<file path="src/rtl/adc_speed_sampler.sv">
// Paced ADC sequencer: start pulse, eoc wait with timeout, settled read, then a 2^AVG_LOG2 sample average.
// Optional macro ADC_SPEED_DEADZONE_EN forces averages below 16 to 0 and above 239 to 255.
module adc_speed_sampler #(
  parameter int SAMPLE_PERIOD = 100000,
  parameter int START_CYCLES  = 4,
  parameter int TIMEOUT       = 20000,
  parameter int READ_CYCLES   = 3,
  parameter int AVG_LOG2      = 3
) (
  input  logic       i_clk,
  input  logic       i_reset,
  input  logic       i_enable,
  input  logic       i_eoc,
  input  logic [7:0] i_adc_data,
  output logic       o_adc_start,
  output logic       o_adc_oe,
  output logic [7:0] o_move_speed,
  output logic       o_speed_valid,
  output logic       o_busy,
  output logic       o_timeout_err
);

  localparam int PER_W     = (SAMPLE_PERIOD > 1) ? $clog2(SAMPLE_PERIOD) : 1;
  localparam int CNT_MAX_A = (START_CYCLES > READ_CYCLES) ? START_CYCLES : READ_CYCLES;
  localparam int CNT_MAX   = (TIMEOUT > CNT_MAX_A) ? TIMEOUT : CNT_MAX_A;
  localparam int CNT_W     = $clog2(CNT_MAX + 1);
  localparam int ACC_W     = 8 + AVG_LOG2;
  localparam int NUM_W     = AVG_LOG2 + 1;

  localparam logic [PER_W-1:0] PER_LAST     = PER_W'(SAMPLE_PERIOD - 1);
  localparam logic [CNT_W-1:0] START_LAST   = CNT_W'(START_CYCLES - 1);
  localparam logic [CNT_W-1:0] TIMEOUT_LAST = CNT_W'(TIMEOUT - 1);
  localparam logic [CNT_W-1:0] READ_LAST    = CNT_W'(READ_CYCLES - 1);
  localparam logic [NUM_W-1:0] NUM_LAST     = NUM_W'((1 << AVG_LOG2) - 1);

  typedef enum logic [2:0] {
    S_IDLE,
    S_START,
    S_WAIT_EOC,
    S_READ,
    S_ACCUM
  } state_t;

  state_t           r_state;
  logic [PER_W-1:0] r_period;
  logic [CNT_W-1:0] r_cnt;
  logic [ACC_W-1:0] r_acc;
  logic [NUM_W-1:0] r_num;
  logic [7:0]       r_sample;
  logic [7:0]       r_move_speed;
  logic             r_adc_start;
  logic             r_adc_oe;
  logic             r_speed_valid;
  logic             r_busy;
  logic             r_timeout_err;
  logic             r_eoc_meta;
  logic             r_sync_q;
  logic             r_sync_qq;

  logic             w_tick;
  logic             w_eoc_rise;
  logic [ACC_W-1:0] w_sum;
  logic [7:0]       w_avg;
  logic [7:0]       w_shaped;

  // Two synchronizer flops plus one delay flop for the rising-edge detect.
  always_ff @(posedge i_clk) begin
    if (i_reset) begin
      r_eoc_meta <= 1'b0;
      r_sync_q   <= 1'b0;
      r_sync_qq  <= 1'b0;
    end else begin
      r_eoc_meta <= i_eoc;
      r_sync_q   <= r_eoc_meta;
      r_sync_qq  <= r_sync_q;
    end
  end

  always_ff @(posedge i_clk) begin
    if (i_reset) begin
      r_period <= '0;
    end else if (r_period == PER_LAST) begin
      r_period <= '0;
    end else begin
      r_period <= r_period + 1'b1;
    end
  end

  assign w_tick     = (r_period == PER_LAST);
  assign w_eoc_rise = r_sync_q & ~r_sync_qq;
  assign w_sum      = r_acc + ACC_W'(r_sample);
  assign w_avg      = 8'(w_sum >> AVG_LOG2);

  always_comb begin
`ifdef ADC_SPEED_DEADZONE_EN
    if (w_avg < 8'd16) begin
      w_shaped = 8'd0;
    end else if (w_avg > 8'd239) begin
      w_shaped = 8'hFF;
    end else begin
      w_shaped = w_avg;
    end
`else
    w_shaped = w_avg;
`endif
  end

  // Ticks seen outside IDLE are simply dropped; a new launch waits for the next wrap.
  always_ff @(posedge i_clk) begin
    if (i_reset) begin
      r_state       <= S_IDLE;
      r_cnt         <= '0;
      r_acc         <= '0;
      r_num         <= '0;
      r_sample      <= '0;
      r_move_speed  <= '0;
      r_adc_start   <= 1'b0;
      r_adc_oe      <= 1'b0;
      r_speed_valid <= 1'b0;
      r_busy        <= 1'b0;
      r_timeout_err <= 1'b0;
    end else begin
      r_speed_valid <= 1'b0;
      case (r_state)
        S_IDLE: begin
          if (w_tick && i_enable) begin
            r_state     <= S_START;
            r_adc_start <= 1'b1;
            r_busy      <= 1'b1;
            r_cnt       <= '0;
          end
        end
        S_START: begin
          if (r_cnt == START_LAST) begin
            r_state     <= S_WAIT_EOC;
            r_adc_start <= 1'b0;
            r_cnt       <= '0;
          end else begin
            r_cnt <= r_cnt + 1'b1;
          end
        end
        S_WAIT_EOC: begin
          if (w_eoc_rise) begin
            r_state  <= S_READ;
            r_adc_oe <= 1'b1;
            r_cnt    <= '0;
          end else if (r_cnt == TIMEOUT_LAST) begin
            r_state       <= S_IDLE;
            r_busy        <= 1'b0;
            r_timeout_err <= 1'b1;
          end else begin
            r_cnt <= r_cnt + 1'b1;
          end
        end
        S_READ: begin
          if (r_cnt == READ_LAST) begin
            r_sample <= i_adc_data;
            r_adc_oe <= 1'b0;
            r_state  <= S_ACCUM;
          end else begin
            r_cnt <= r_cnt + 1'b1;
          end
        end
        S_ACCUM: begin
          if (r_num == NUM_LAST) begin
            r_move_speed  <= w_shaped;
            r_speed_valid <= 1'b1;
            r_acc         <= '0;
            r_num         <= '0;
          end else begin
            r_acc <= w_sum;
            r_num <= r_num + 1'b1;
          end
          r_state <= S_IDLE;
          r_busy  <= 1'b0;
        end
        default: begin
          r_state     <= S_IDLE;
          r_adc_start <= 1'b0;
          r_adc_oe    <= 1'b0;
          r_busy      <= 1'b0;
        end
      endcase
    end
  end

  assign o_adc_start   = r_adc_start;
  assign o_adc_oe      = r_adc_oe;
  assign o_move_speed  = r_move_speed;
  assign o_speed_valid = r_speed_valid;
  assign o_busy        = r_busy;
  assign o_timeout_err = r_timeout_err;

endmodule
</file>
<file path="config.mk">
export PLATFORM = sky130hd
export DESIGN_NAME = adc_speed_sampler
export DESIGN_NICKNAME = d
export VERILOG_FILES = /design/src/rtl/adc_speed_sampler.sv
export SDC_FILE = /design/constraint.sdc
export NUM_CORES = 1
export LEC_CHECK = 0
export ABC_AREA = 1
export BUFFER_PORTS_ARGS = -buffer_cell sky130_fd_sc_hd__buf_2
export CORE_MARGIN = 2
export CORE_UTILIZATION = 40
export CTS_BUF_LIST = sky130_fd_sc_hd__clkbuf_8
export CTS_CLUSTER_DIAMETER = 150
export DETAILED_ROUTE_END_ITERATION = 8
export MAX_ROUTING_LAYER = met4
export PLACE_DENSITY = 0.58
export SLEW_MARGIN = 30
export SYNTH_ARGS = -nofsm -noshare
export SYNTH_HDL_FRONTEND = slang
export SYNTH_SLANG_ARGS = --single-unit
</file>
<file path="constraint.sdc">
create_clock -name i_clk -period 2.34 [get_ports i_clk]
set_input_delay 0.468 -clock i_clk [delete_from_list [all_inputs] [get_ports i_clk]]
set_output_delay 0.468 -clock i_clk [all_outputs]
set_load 0.03 [all_outputs]
</file>
Yosys cells after proc, flatten, opt, wreduce, memory -nomap -nowiden

Cells that the tools add are included.

Flip-flop bits (word level): 74
Latch bits: 0
Memory bits (writable): 0
Bits in read-only memories: 0
Input port bits: 12
Word-level logic and storage cells: 84
Memories: 0

Add/sub/neg operators: 4
Multiply operators: 0
Divide/modulo/power cells: 0
Order comparisons: 0
Equality and inequality tests: 18
Shift operators: 0
Mux-type cells: 24
Bitwise logic cells: 7
Reduce and logical (&&, ||, !) cells: 16

Operators by type and width:

| kind                                           | number |
|---|---|
| 2-to-1 mux 15 bit                              | 5 |
| one-hot mux 15 bit (4 select lines)            | 1 |
| == test 15 x 2 -> 1 bit, second input constant | 2 |
| adder 17 x 1 -> 17 bit, second input constant  | 1 |
| == test 17 bit, second input constant          | 1 |
| adder 15 x 1 -> 15 bit, second input constant  | 1 |
| == test 15 bit, second input constant          | 1 |
| 2-to-1 mux 3 bit                               | 5 |
| != test 2 bit, second input constant           | 7 |
| one-hot mux 3 bit (4 select lines)             | 1 |
| AND reduction 4 bit                            | 3 |
| adder 11 x 8 -> 11 bit                         | 1 |
| 2-to-1 mux 11 bit                              | 1 |
| one-hot mux 1 bit (3 select lines)             | 3 |
| AND reduction 3 bit                            | 3 |
| 2-to-1 mux 1 bit                               | 7 |
| == test 3 x 2 -> 1 bit, second input constant  | 2 |
| != test 3 bit, second input constant           | 2 |
| NOT 1 bit                                      | 6 |
| OR reduction 2 bit                             | 3 |
| OR reduction 3 bit                             | 2 |
| adder 4 x 1 -> 4 bit, second input constant    | 1 |
| == test 4 x 3 -> 1 bit, second input constant  | 1 |
| 2-to-1 mux 4 bit                               | 1 |
| other kinds (7)                                | 8 |

Depth between registers and ports, before layout

Word-level depth: 4
Depth in mapped cells: 12
Gate-level depth less buffers: 11

Worst setup path after synthesis

No wires, ideal clock.

Kind: register -> register
Start point: register r_acc[0]
End point: register r_acc[8]
Setup time: 132 ps
Arrival: 1659 ps
Slack: 549 ps
Stages on the path, launching flop included: 12
Path buffers: 0
Period minus slack after synthesis: 1791 ps
Cell sequence: dfxtp_1 -> ha_1 -> inv_1 -> fa_1 -> inv_1 -> nand2_1 -> o21ai_0 -> nand4_1 -> nand2_1 -> nand2_1 -> nand3_1 -> a21oi_1

Cells in the longest elaborated chain, start to end: 2

RTL lines:

| what                     | RTL line | text |
|---|---|---|
| start: declaration       | 47       | `logic [ACC_W-1:0] r_acc;` |
| start signal: assignment | 171      | `r_acc <= w_sum;` |
| adder 11 x 8 -> 11 bit   | 91       | `assign w_sum = r_acc + ACC_W'(r_sample);` |
| 2-to-1 mux 11 bit        | 165      | `if (r_num == NUM_LAST) begin` |

No other way between the ends.
A chain may end at the register's enable or synchronous reset.

Worst setup path after layout

Ends and elaborated chain as after synthesis.

==> flow_summary.yaml <==
detailed_routing:
  wl_per_cell_um: 12.0
  drt-total-wl_um: 9330
  vias: 3800
  drtIter0Drc: 122
  first_pass_iters: 4
  drc: 0
  vias_per_cell: 4.89
  ant_nets: 0
clocking:
  numCtsBuffers: 9
  cts_buffer_depth: 2
  cts-hold-fix-buffers: 0
  cts-resized-gates: 0
  cts.reportedPaths.clkPinSlew_ns: 0.09
  cts.sinks: 74
  htree_levels: 3
  post_cts_buffers: 0
  cts_tree: "built"
  clock_latency_ns: 0.35
  cts-root-buf: "clkbuf_8"
synthesis:
  synth_area_sq_mm: 0.00400
  synth_compound_area_frac: 0.114
  synth-xor-area-share: 0.00877
  synth.distinct_cells: 33
  yosys_register_bits: 74
  synthAdderAreaFrac: 0.0426
  synth_top_cell_area_share: 0.371
  synth_cells: 608
  synthFlopType: "dfxtp_1"
  ys_top_cells_by_area: "dfxtp_1 (37%), nand2_1 (14%), nor2_1 (8.2%)"
  async_flop_share: 0
  synth-simple-area-share: 0.368
  ys_warn_count: 0
  synthTopCellsByCount: "nand2_1 (151), nor2_1 (87), inv_1 (77)"
  synthMuxAreaShare: 0
  syn-mean-instance-area_sq_um: 6.57
  synth_most_common_cell: "nand2_1"
  seq_area_frac_synth: 0.371
  synth_top_family_by_area: "simple AND/OR/NAND/NOR gates"
  synth_nets: 633
  synth-edff-count: 0
  synth_top_area_cell: "dfxtp_1"
power:
  power_density_mw_per_mm2: 553
  total_power_mw: 2.49
  leakage_nw: 1.95
  ir_drop_uv: 361
placement:
  pre_cts_slack_ns: 0.384
  placed_cell_area_sq_mm: 0.00426
  gp_congestion: 0.881
  hpwl_um: 6860
  io_buffers: 24
  dp.cells: 761
global_routing:
  antenna_found_initial: 0
  grt_usage: 0.183
  grt_pass1_vias: 3438
  grt_max_degree: 18
  globalRouteOverflowTotal: 0
  grt_pass1_wl_um: 15800
final_layout:
  utilization: 0.462
  area_growth_pct: 12.5
  drive_above_1_share: 0.106
  final_area_sq_mm: 0.00449
  nFillCells: 1039
  antenna_cells: 0
  final_cell_count_no_fill: 777
  nets: 664
setup_path:
  worstSetupPathType: "register to register"
  crit_path_max_incr_delay_ns: 0.36
  path_buf_inv: 2
  r2r-start: "r_acc[0]"
  cp.required_ns: 2.58
  reg2reg_to: "r_acc[8]"
  path_max_fanout: 3
  startpoint_type: "register"
  r2r_slack_ns: 0.37
  critPathCapture: "r_acc[8]"
  crit_start: "r_acc[0]"
  crit_slowest_cell: "fa_1"
  cp_top_family: "adder cells"
  reg2reg_depth: 11
  crit_path_cell_trace: "ha_1 > inv_1 > fa_1 > inv_1 > nand2_1 > o21ai_0 > nand4_1 > nand2_1 > nand2_1 > nand3_1 > a21oi_1"
  path_depth: 11
  crit_path_end_kind: "register"
  crit_path_frequent_cell: "nand2_1"
  crit_arrival_ns: 2.21
sta:
  fin_crit_ns: 1.97
  hold_viol: 0
  rsz0062_at_grt: "no"
  min_period_over_period: 0.842
  timing.hold.ws_ns: 0.323
  drv_slew: 0
  finalSetupTns_ns: 0
  setup_slack_ns: 0.370
  fin_skew_ns: 0.00761
  finalSetupViolCount: 0
  max_freq_mhz: 508
  tightest_slew_ns: 0.570
  slew_headroom: 0.619
die:
  die-area_sq_mm: 0.0108
  start_util: 0.411
  die_w_um: 104
  die_y_um: 104
  fp.coreArea_sq_mm: 0.00973
  pin_count: 25
  rows: 36
run_status:
  status: "finished clean"
hold_path:
  min-delay-path-class: "input port to register"
job:
  drv_cap: 0
==> placed cells by master (no fill, tap or decap), types with 2 or more instances in the layout <==
cell       count
nand4_1       13
clkinv_4       2
a31oi_1        3
nor2_2         5
inv_6          2
a211oi_1       2
o21bai_1       3
nand3_1       52
buf_2         24
a21oi_1       47
nand2_1      151
inv_2          2
a22o_1         2
inv_1         77
buf_4          8
nor3_1        12
nor4_1         2
bufinv_16      2
nor3b_1        3
nor2_1        87
nand2_2        3
dfxtp_1       74
xor2_1         4
ha_1          12
o21ai_0       26
nor2_4         2
or2_2          6
clkinv_1       2
clkbuf_8      10
==> flip-flops by register name, summed over array words and instances, names as in the netlist <==
| register | flops |
|---|---|
| o_adc_oe | 1 |
| o_adc_start | 1 |
| o_busy | 1 |
| o_move_speed | 8 |
| o_speed_valid | 1 |
| o_timeout_err | 1 |
| r_acc | 11 |
| r_cnt | 15 |
| r_eoc_meta | 1 |
| r_num | 4 |
| r_period | 17 |
| r_sample | 8 |
| r_state | 3 |
| r_sync_q | 1 |
| r_sync_qq | 1 |
==> where the power goes <==
group          switching, mW  leakage (nW)  total, mW  internal [mW]
Sequential           0.00313         0.597       1.27           1.26
Clock                  0.525         0.117       1.17          0.641
Combinational         0.0367          1.24     0.0540         0.0173
Total                  0.565          1.95       2.49           1.92
==> worst reg2reg max path, stage by stage (launching register included) <==
cell and delay, ns:
dfxtp_1 0.34, ha_1 0.16, inv_1 0.07, fa_1 0.36, inv_1 0.09, nand2_1 0.07, o21ai_0 0.31, nand4_1 0.18
nand2_1 0.09, nand2_1 0.06, nand3_1 0.07, a21oi_1 0.05
==> routing by layer <==
metal	up-vias	global-route usage	wire length [um]
li1	2014	-	-
met1	1716	0.241	4730
met2	61	0.282	4230
met3	9	0.0363	287
met4	0	0.0608	82
met5	-	-	0
==> worst min-delay path by stage <==
stage / startpoint / endpoint / slack (ns) / cells past startpoint
2_1_floorplan: r_eoc_meta / r_sync_q / 0.39 / 2
3_3_place_gp: r_eoc_meta / r_sync_q / 0.39 / 2
3_5_place_dp: r_eoc_meta / r_sync_q / 0.40 / 2
4_1_cts: i_eoc / r_eoc_meta / 0.30 / 3
5_1_grt: i_eoc / r_eoc_meta / 0.32 / 3
6_report: i_eoc / r_eoc_meta / 0.32 / 3
==> cell type report <==
class / count / area (sq um) / area share
multi-input cells: 441 / 2130 / 0.474
flip-flops and latches: 74 / 1480 / 0.330
inverters: 81 / 304 / 0.0677
repair buffers: 32 / 180 / 0.0401
well taps: 133 / 166 / 0.0370
clock buffers: 10 / 138 / 0.0306
clock inverters: 6 / 95.1 / 0.0212
==> kinds of logic after synthesis <==
family	after synthesis
flops	74
simple gates	339
buf+inv	93
fa+ha+maj	13
xor+xnor	4
compound gates	85
No activity file was read; power rests on OpenSTA's default activity.
